## config.mk

```make
export PLATFORM = sky130hd
export DESIGN_NAME = selfcomp_leak_monitor
export DESIGN_NICKNAME = d
export VERILOG_FILES = /design/src/rtl/selfcomp_pkg.sv /design/src/rtl/selfcomp_leak_monitor_sat_counter.sv /design/src/rtl/selfcomp_leak_monitor.sv
export SDC_FILE = /design/constraint.sdc
export NUM_CORES = 1
export LEC_CHECK = 0
export BUFFER_PORTS_ARGS = -buffer_cell sky130_fd_sc_hd__buf_2
export CAP_MARGIN = 10
export CORE_UTILIZATION = 28
export CTS_CLUSTER_DIAMETER = 200
export DETAILED_ROUTE_END_ITERATION = 8
export PLACE_DENSITY_LB_ADDON = 0.3
export SETUP_SLACK_MARGIN = 0.05
export SLEW_MARGIN = 20
export SYNTH_ARGS = -nofsm -noshare
export SYNTH_HDL_FRONTEND = slang
export SYNTH_HIERARCHICAL = 1
export SYNTH_SLANG_ARGS = --single-unit
export TNS_END_PERCENT = 10
```

## constraint.sdc

```tcl
create_clock -name clock -period 6.63 [get_ports clock]
set_input_delay 0.3315 -clock clock [delete_from_list [all_inputs] [get_ports clock]]
set_output_delay 0.3315 -clock clock [all_outputs]
set_load 0.1 [all_outputs]
```

## src/rtl/selfcomp_pkg.sv

```systemverilog
// rtl/selfcomp_pkg.sv - shared types and default constants for the self-composition leak checker
package selfcomp_pkg;

    // Judgement states of one operation
    typedef enum logic [2:0] {
        ST_IDLE      = 3'd0,
        ST_WAIT_BOTH = 3'd1,
        ST_WAIT_ONE  = 3'd2,   // copy 2 done, waiting for copy 1
        ST_WAIT_TWO  = 3'd3,   // copy 1 done, waiting for copy 2
        ST_DONE      = 3'd4
    } leak_state_e;

    localparam int DEF_WIDTH   = 128;
    localparam int DEF_CNT_W   = 8;
    localparam int DEF_TIMEOUT = 64;

endpackage

```

## src/rtl/selfcomp_leak_monitor_sat_counter.sv

```systemverilog
// rtl/selfcomp_leak_monitor_sat_counter.sv - saturating up-counter with clear
module sat_counter
    import selfcomp_pkg::*;
#(
    parameter int CNT_W = DEF_CNT_W
) (
    input  logic             i_clk,
    input  logic             i_rst,
    input  logic             i_clr,
    input  logic             i_inc,
    output logic [CNT_W-1:0] o_count
);

    logic [CNT_W-1:0] r_count;

    // Clear and increment together load 1, so a fresh count starts at the cycle it is launched
    always_ff @(posedge i_clk or posedge i_rst) begin
        if (i_rst) begin
            r_count <= '0;
        end else if (i_clr) begin
            r_count <= i_inc ? {{(CNT_W-1){1'b0}}, 1'b1} : '0;
        end else if (i_inc && (r_count != {CNT_W{1'b1}})) begin
            r_count <= r_count + 1'b1;
        end
    end

    assign o_count = r_count;

endmodule

```

## src/rtl/selfcomp_leak_monitor.sv

```systemverilog
// rtl/selfcomp_leak_monitor.sv - per-operation latency/skew/result comparison of two SE copies
module selfcomp_leak_monitor
    import selfcomp_pkg::*;
#(
    parameter int WIDTH   = DEF_WIDTH,
    parameter int CNT_W   = DEF_CNT_W,
    parameter int TIMEOUT = DEF_TIMEOUT
) (
    input  logic             clock,
    input  logic             reset,
    input  logic             io_in_fire,
    input  logic             io_out_validOne,
    input  logic             io_out_validTwo,
    input  logic [WIDTH-1:0] io_out_resultOne,
    input  logic [WIDTH-1:0] io_out_resultTwo,
    input  logic             io_out_ready,
    output logic             bothValid,
    output logic             timingLeak,
    output logic             timingLeakDone,
    output logic             resultMismatch,
    output logic             protocolErr,
    output logic [CNT_W-1:0] latOne,
    output logic [CNT_W-1:0] latTwo,
    output logic [CNT_W-1:0] skew
);

    localparam logic [CNT_W-1:0] LP_TIMEOUT = CNT_W'(TIMEOUT);
    localparam logic [CNT_W:0]   LP_MAX     = {1'b0, {CNT_W{1'b1}}};

    leak_state_e      r_state;
    logic [WIDTH-1:0] r_hold;
    logic [CNT_W-1:0] r_lat_one, r_lat_two, r_skew;
    logic             r_leak, r_leak_done, r_mismatch, r_proto_err;

    logic             w_done_one, w_done_two, w_start, w_single, w_skew_start, w_busy;
    logic [CNT_W-1:0] w_cnt, w_skew_cnt, w_first_lat, w_other_lat;
    logic [CNT_W:0]   w_sum;

    assign w_done_one   = io_out_validOne & io_out_ready;
    assign w_done_two   = io_out_validTwo & io_out_ready;
    assign w_start      = ((r_state == ST_IDLE) || (r_state == ST_DONE)) && io_in_fire;
    assign w_single     = (r_state == ST_WAIT_ONE) || (r_state == ST_WAIT_TWO);
    assign w_busy       = w_single || (r_state == ST_WAIT_BOTH);
    assign w_skew_start = (r_state == ST_WAIT_BOTH) && (w_done_one ^ w_done_two);

    // Latency of the copy that never arrived: timeout window on top of the first one's latency
    assign w_first_lat = (r_state == ST_WAIT_TWO) ? r_lat_one : r_lat_two;
    assign w_sum       = {1'b0, LP_TIMEOUT} + {1'b0, w_first_lat};
    assign w_other_lat = (w_sum > LP_MAX) ? {CNT_W{1'b1}} : w_sum[CNT_W-1:0];

    sat_counter #(.CNT_W(CNT_W)) u_cycle_cnt (
        .i_clk   (clock),
        .i_rst   (reset),
        .i_clr   (w_start),
        .i_inc   (w_start | w_busy),
        .o_count (w_cnt)
    );

    sat_counter #(.CNT_W(CNT_W)) u_skew_cnt (
        .i_clk   (clock),
        .i_rst   (reset),
        .i_clr   (w_start | w_skew_start),
        .i_inc   (w_skew_start | w_single),
        .o_count (w_skew_cnt)
    );

    // A fire while an operation is in flight is dropped but remembered
    always_ff @(posedge clock or posedge reset) begin
        if (reset) begin
            r_proto_err <= 1'b0;
        end else if (io_in_fire && w_busy) begin
            r_proto_err <= 1'b1;
        end
    end

    // Operation judgement: latch latencies, skew and verdict flags as completions arrive
    always_ff @(posedge clock or posedge reset) begin
        if (reset) begin
            r_state     <= ST_IDLE;
            r_hold      <= '0;
            r_lat_one   <= '0;
            r_lat_two   <= '0;
            r_skew      <= '0;
            r_leak      <= 1'b0;
            r_leak_done <= 1'b0;
            r_mismatch  <= 1'b0;
        end else begin
            case (r_state)
                ST_IDLE, ST_DONE: begin
                    if (io_in_fire) begin
                        r_state     <= ST_WAIT_BOTH;
                        r_skew      <= '0;
                        r_leak_done <= 1'b0;
                    end
                end
                ST_WAIT_BOTH: begin
                    if (w_done_one && w_done_two) begin
                        r_state     <= ST_DONE;
                        r_lat_one   <= w_cnt;
                        r_lat_two   <= w_cnt;
                        r_leak_done <= 1'b1;
                        if (io_out_resultOne != io_out_resultTwo) r_mismatch <= 1'b1;
                    end else if (w_done_one) begin
                        r_state   <= ST_WAIT_TWO;
                        r_lat_one <= w_cnt;
                        r_hold    <= io_out_resultOne;
                    end else if (w_done_two) begin
                        r_state   <= ST_WAIT_ONE;
                        r_lat_two <= w_cnt;
                        r_hold    <= io_out_resultTwo;
                    end else if (w_cnt == LP_TIMEOUT) begin
                        r_state     <= ST_DONE;
                        r_leak_done <= 1'b1;
                    end
                end
                ST_WAIT_TWO: begin
                    if (w_done_two) begin
                        r_state     <= ST_DONE;
                        r_lat_two   <= w_cnt;
                        r_skew      <= w_skew_cnt;
                        r_leak      <= 1'b1;
                        r_leak_done <= 1'b1;
                        if (r_hold != io_out_resultTwo) r_mismatch <= 1'b1;
                    end else if (w_skew_cnt == LP_TIMEOUT) begin
                        r_state     <= ST_DONE;
                        r_lat_two   <= w_other_lat;
                        r_skew      <= LP_TIMEOUT;
                        r_leak      <= 1'b1;
                        r_leak_done <= 1'b1;
                    end
                end
                ST_WAIT_ONE: begin
                    if (w_done_one) begin
                        r_state     <= ST_DONE;
                        r_lat_one   <= w_cnt;
                        r_skew      <= w_skew_cnt;
                        r_leak      <= 1'b1;
                        r_leak_done <= 1'b1;
                        if (r_hold != io_out_resultOne) r_mismatch <= 1'b1;
                    end else if (w_skew_cnt == LP_TIMEOUT) begin
                        r_state     <= ST_DONE;
                        r_lat_one   <= w_other_lat;
                        r_skew      <= LP_TIMEOUT;
                        r_leak      <= 1'b1;
                        r_leak_done <= 1'b1;
                    end
                end
                default: r_state <= ST_IDLE;
            endcase
        end
    end

    assign bothValid      = io_out_validOne & io_out_validTwo;
    assign timingLeak     = r_leak;
    assign timingLeakDone = r_leak_done;
    assign resultMismatch = r_mismatch;
    assign protocolErr    = r_proto_err;
    assign latOne         = r_lat_one;
    assign latTwo         = r_lat_two;
    assign skew           = r_skew;

endmodule

```

==> impl_metrics.yaml <==
timing:
  grt_setup_unrepaired: "no"
  max_freq_mhz: 364
  hold_ws_ns: 0.121
  finClkSkew_ns: 0.0124
  timing_worst_slew_pin_value_ns: 1.16
  setup_tns_ns: 0
  slew_violations: 0
  period_utilization_pct: 41.4
  setup_viol_count_final: 0
  final_hold_viol_count: 0
  timing.max_slew.rel_slack_pct: 22.6
  fin_crit_ns: 2.74
final_layout:
  num-fill-cells: 4630
  area_of_the_multi_input_gates_um2: 7790
  post-route-util_pct: 34.4
  regArea_um2: 4380
  nets: 2028
  area.growth.synth_to_final_pct: 21.1
  drive_gt1_share_pct: 19.9
clocking:
  largest_buffer_count_on_any_clock_path: 2
  h-tree-depth: 4
  insertion_delay_to_the_later_sink_of_the_worst_skew_pair_ns: 0.46
  clk_transition_reported_paths_ns: 0.08
  tritoncts: "yes"
  post_cts.resized_instances: 0
  post_cts_buffers: 0
  cts_hold_buffers: 1
  number_of_buffers_added_by_the_clock_tree_synthesis_step: 17
  clock_sinks: 175
  root_buffer: "sky130_fd_sc_hd__clkbuf_16"
global_routing:
  grt_usage_pct: 23.8
  grt_max_degree: 257
  antenna_violations_before_repair: 34
  grt_remaining_overflow: 0
  grt_first_pass_wirelength_mm: 76.9
  grt_pass1_vias: 11600
routing:
  vias: 12200
  detailed_router_iteration_count_before_antenna_repair: 9
  routedWlPerCell_um: 23.0
  route.detailed.vias_per_inst: 5.14
  first_iter_violations: 992
  drt_drc_violations_left: 0
  antenna_violating_nets_left: 0
  postRouteWirelength_mm: 54.8
yosys:
  yosys_most_used_dff: "sky130_fd_sc_hd__dfrtp_1"
  synth.yosys.warnings: 6
  ys_types: 53
  synth-edff-count: 0
  netlist_instances: 1509
  synth_sequential_area_ratio_pct: 34.9
  register_bit_count_reported_by_yosys: 175
  synth-async-reset-ratio_pct: 100
  synthesis.area_per_instance_um2: 8.32
  mappedNetlistNets: 1777
  synthesis.area_um2: 12600
floorplanning:
  initial_utilization_pct: 28.4
  die_y_um: 214
  die_area_um2: 45700
  i_o_pins: 291
  dieWidth_um: 214
  floorplan.rows: 77
  floorplan.core_area_um2: 44200
critical_path:
  cp-startpoint: "r_state[0]"
  crit_arrival_ns: 3.01
  end_kind: "register"
  timing.critical_path.from_type: "register"
  critical_path_class: "reg2reg"
  timing.critical_path.fanout_max: 256
  r2r_setup_slack_ns: 3.89
  timing.critical_path.required_ns: 6.90
  regToRegStartpoint: "r_state[0]"
power_and_ir_drop:
  peakVddDrop_uv: 255
  power.total_w: 0.00573
  p_leak_nw: 6.54
  p_per_area_nw_per_um2: 377
flow_run:
  cap_violations: 0
placement:
  io_buffer_count: 290
  globalplace.congestion: 0.935
  dp.final_hpwl_mm: 43.3
min_path:
  hp-class: "in2reg"
  hold_path_startpoint: "io_in_fire"
run_status:
  status: "finished clean"
[layer usage]
layer	track usage, %	routed length [um]
met3	9.46	5740
met4	12.5	2940
met2	36.6	24200
met5	0	225
met1	28.6	21700
[area by class of cell]
cell class / instances / area share [%]
Timing Repair Buffer: 297 / 10.0
Tap cell: 592 / 4.87
Sequential cell: 175 / 28.8
Clock buffer: 17 / 2.80
Multi-Input combinational cell: 1246 / 51.3
Clock inverter: 15 / 1.35
Antenna cell: 16 / 0.264
Inverter: 23 / 0.618
[cells in the final DEF (no fill, tap or decap), types with 4 or more instances in the layout]
cell type                     n
sky130_fd_sc_hd__o21ai_0     29
sky130_fd_sc_hd__nand2_1    305
sky130_fd_sc_hd__and3_1       7
sky130_fd_sc_hd__ha_1         6
sky130_fd_sc_hd__mux2_2      10
sky130_fd_sc_hd__inv_1       21
sky130_fd_sc_hd__inv_6        4
sky130_fd_sc_hd__a31oi_1    130
sky130_fd_sc_hd__nand2b_1     5
sky130_fd_sc_hd__a21oi_1     14
sky130_fd_sc_hd__nand4_1     44
sky130_fd_sc_hd__dfrtp_1    175
sky130_fd_sc_hd__a211oi_1    12
sky130_fd_sc_hd__xor2_1     285
sky130_fd_sc_hd__a22o_1       7
sky130_fd_sc_hd__nor4_1      81
sky130_fd_sc_hd__buf_4        5
sky130_fd_sc_hd__buf_2      290
sky130_fd_sc_hd__clkbuf_16   17
sky130_fd_sc_hd__nor2_1     145
sky130_fd_sc_hd__diode_2     16
sky130_fd_sc_hd__nand3_1     15
sky130_fd_sc_hd__xnor2_1     92
[worst max-delay path, cell delays in order, from the launching register on]
cell	delay [ns]
sky130_fd_sc_hd__dfrtp_1	0.53
sky130_fd_sc_hd__nor2b_2	0.52
sky130_fd_sc_hd__nand2b_1	0.22
sky130_fd_sc_hd__nor2_4	0.15
sky130_fd_sc_hd__buf_12	0.68
sky130_fd_sc_hd__a31oi_1	0.23
[worst paths after layout]
path | to | cells past startpoint
max in group asynchronous | r_hold[67] | 4
max | r_hold[43] | 5
max reg2reg | r_hold[43] | 5
min reg2reg | protocolErr | 1
min in group asynchronous | u_skew_cnt/o_count[6] | 3
min | protocolErr | 2
[metrics by stage]
step	cell area [um2]	setup WS [ns]	cells
finish	15200	3.89	2381
global route	15200	3.65	2368
CTS	15200	3.90	2365
detailed placement	14500	3.70	2332
global placement	14500	3.75	2332
floorplan	12600	2.01	1509
[sequential cells by signal, summed over array words and instances, names as in the netlist]
name                 count
r_hold                 128
timingLeak               1
u_cycle_cnt/o_count      8
latTwo                   8
r_state                  3
timingLeakDone           1
skew                     8
protocolErr              1
u_skew_cnt/o_count       8
resultMismatch           1
latOne                   8
[cell usage after synthesis, drive strengths merged, types with 15 or more instances]
library cell    n  area (um2)
a31oi         130         813
buf            35         198
clkbuf         30         113
dfrtp         175        4380
inv            22        82.6
nand2         308        1170
nand3          15        75.1
nand4          46         300
nor2          147         554
nor4           83         532
o21ai          30         154
xnor2          92         806
xor2          285        2500
[power breakdown]
part	internal [W]	switching (W)	leakage, nW
clock network	0.000607	0.000515	0.298
logic	0.000926	0.00165	4.20
registers	0.00152	0.000516	2.04
total	0.00305	0.00268	6.54
[kinds of logic (layout without fill, tap and decap cells)]
group	after synthesis	in the layout	share of synthesized area [%]
and+or+nand+nor	626	626	22.4
xor gates and xnor gates	377	377	26.3
AOI/OAI and AO/OA	224	224	11.5
DFF	175	175	34.9
buffers and inverters	88	352	3.16
muxes	13	13	1.14
adders and majority gates	6	6	0.598
other	0	16	0
No activity file was read; power rests on OpenSTA's default activity.
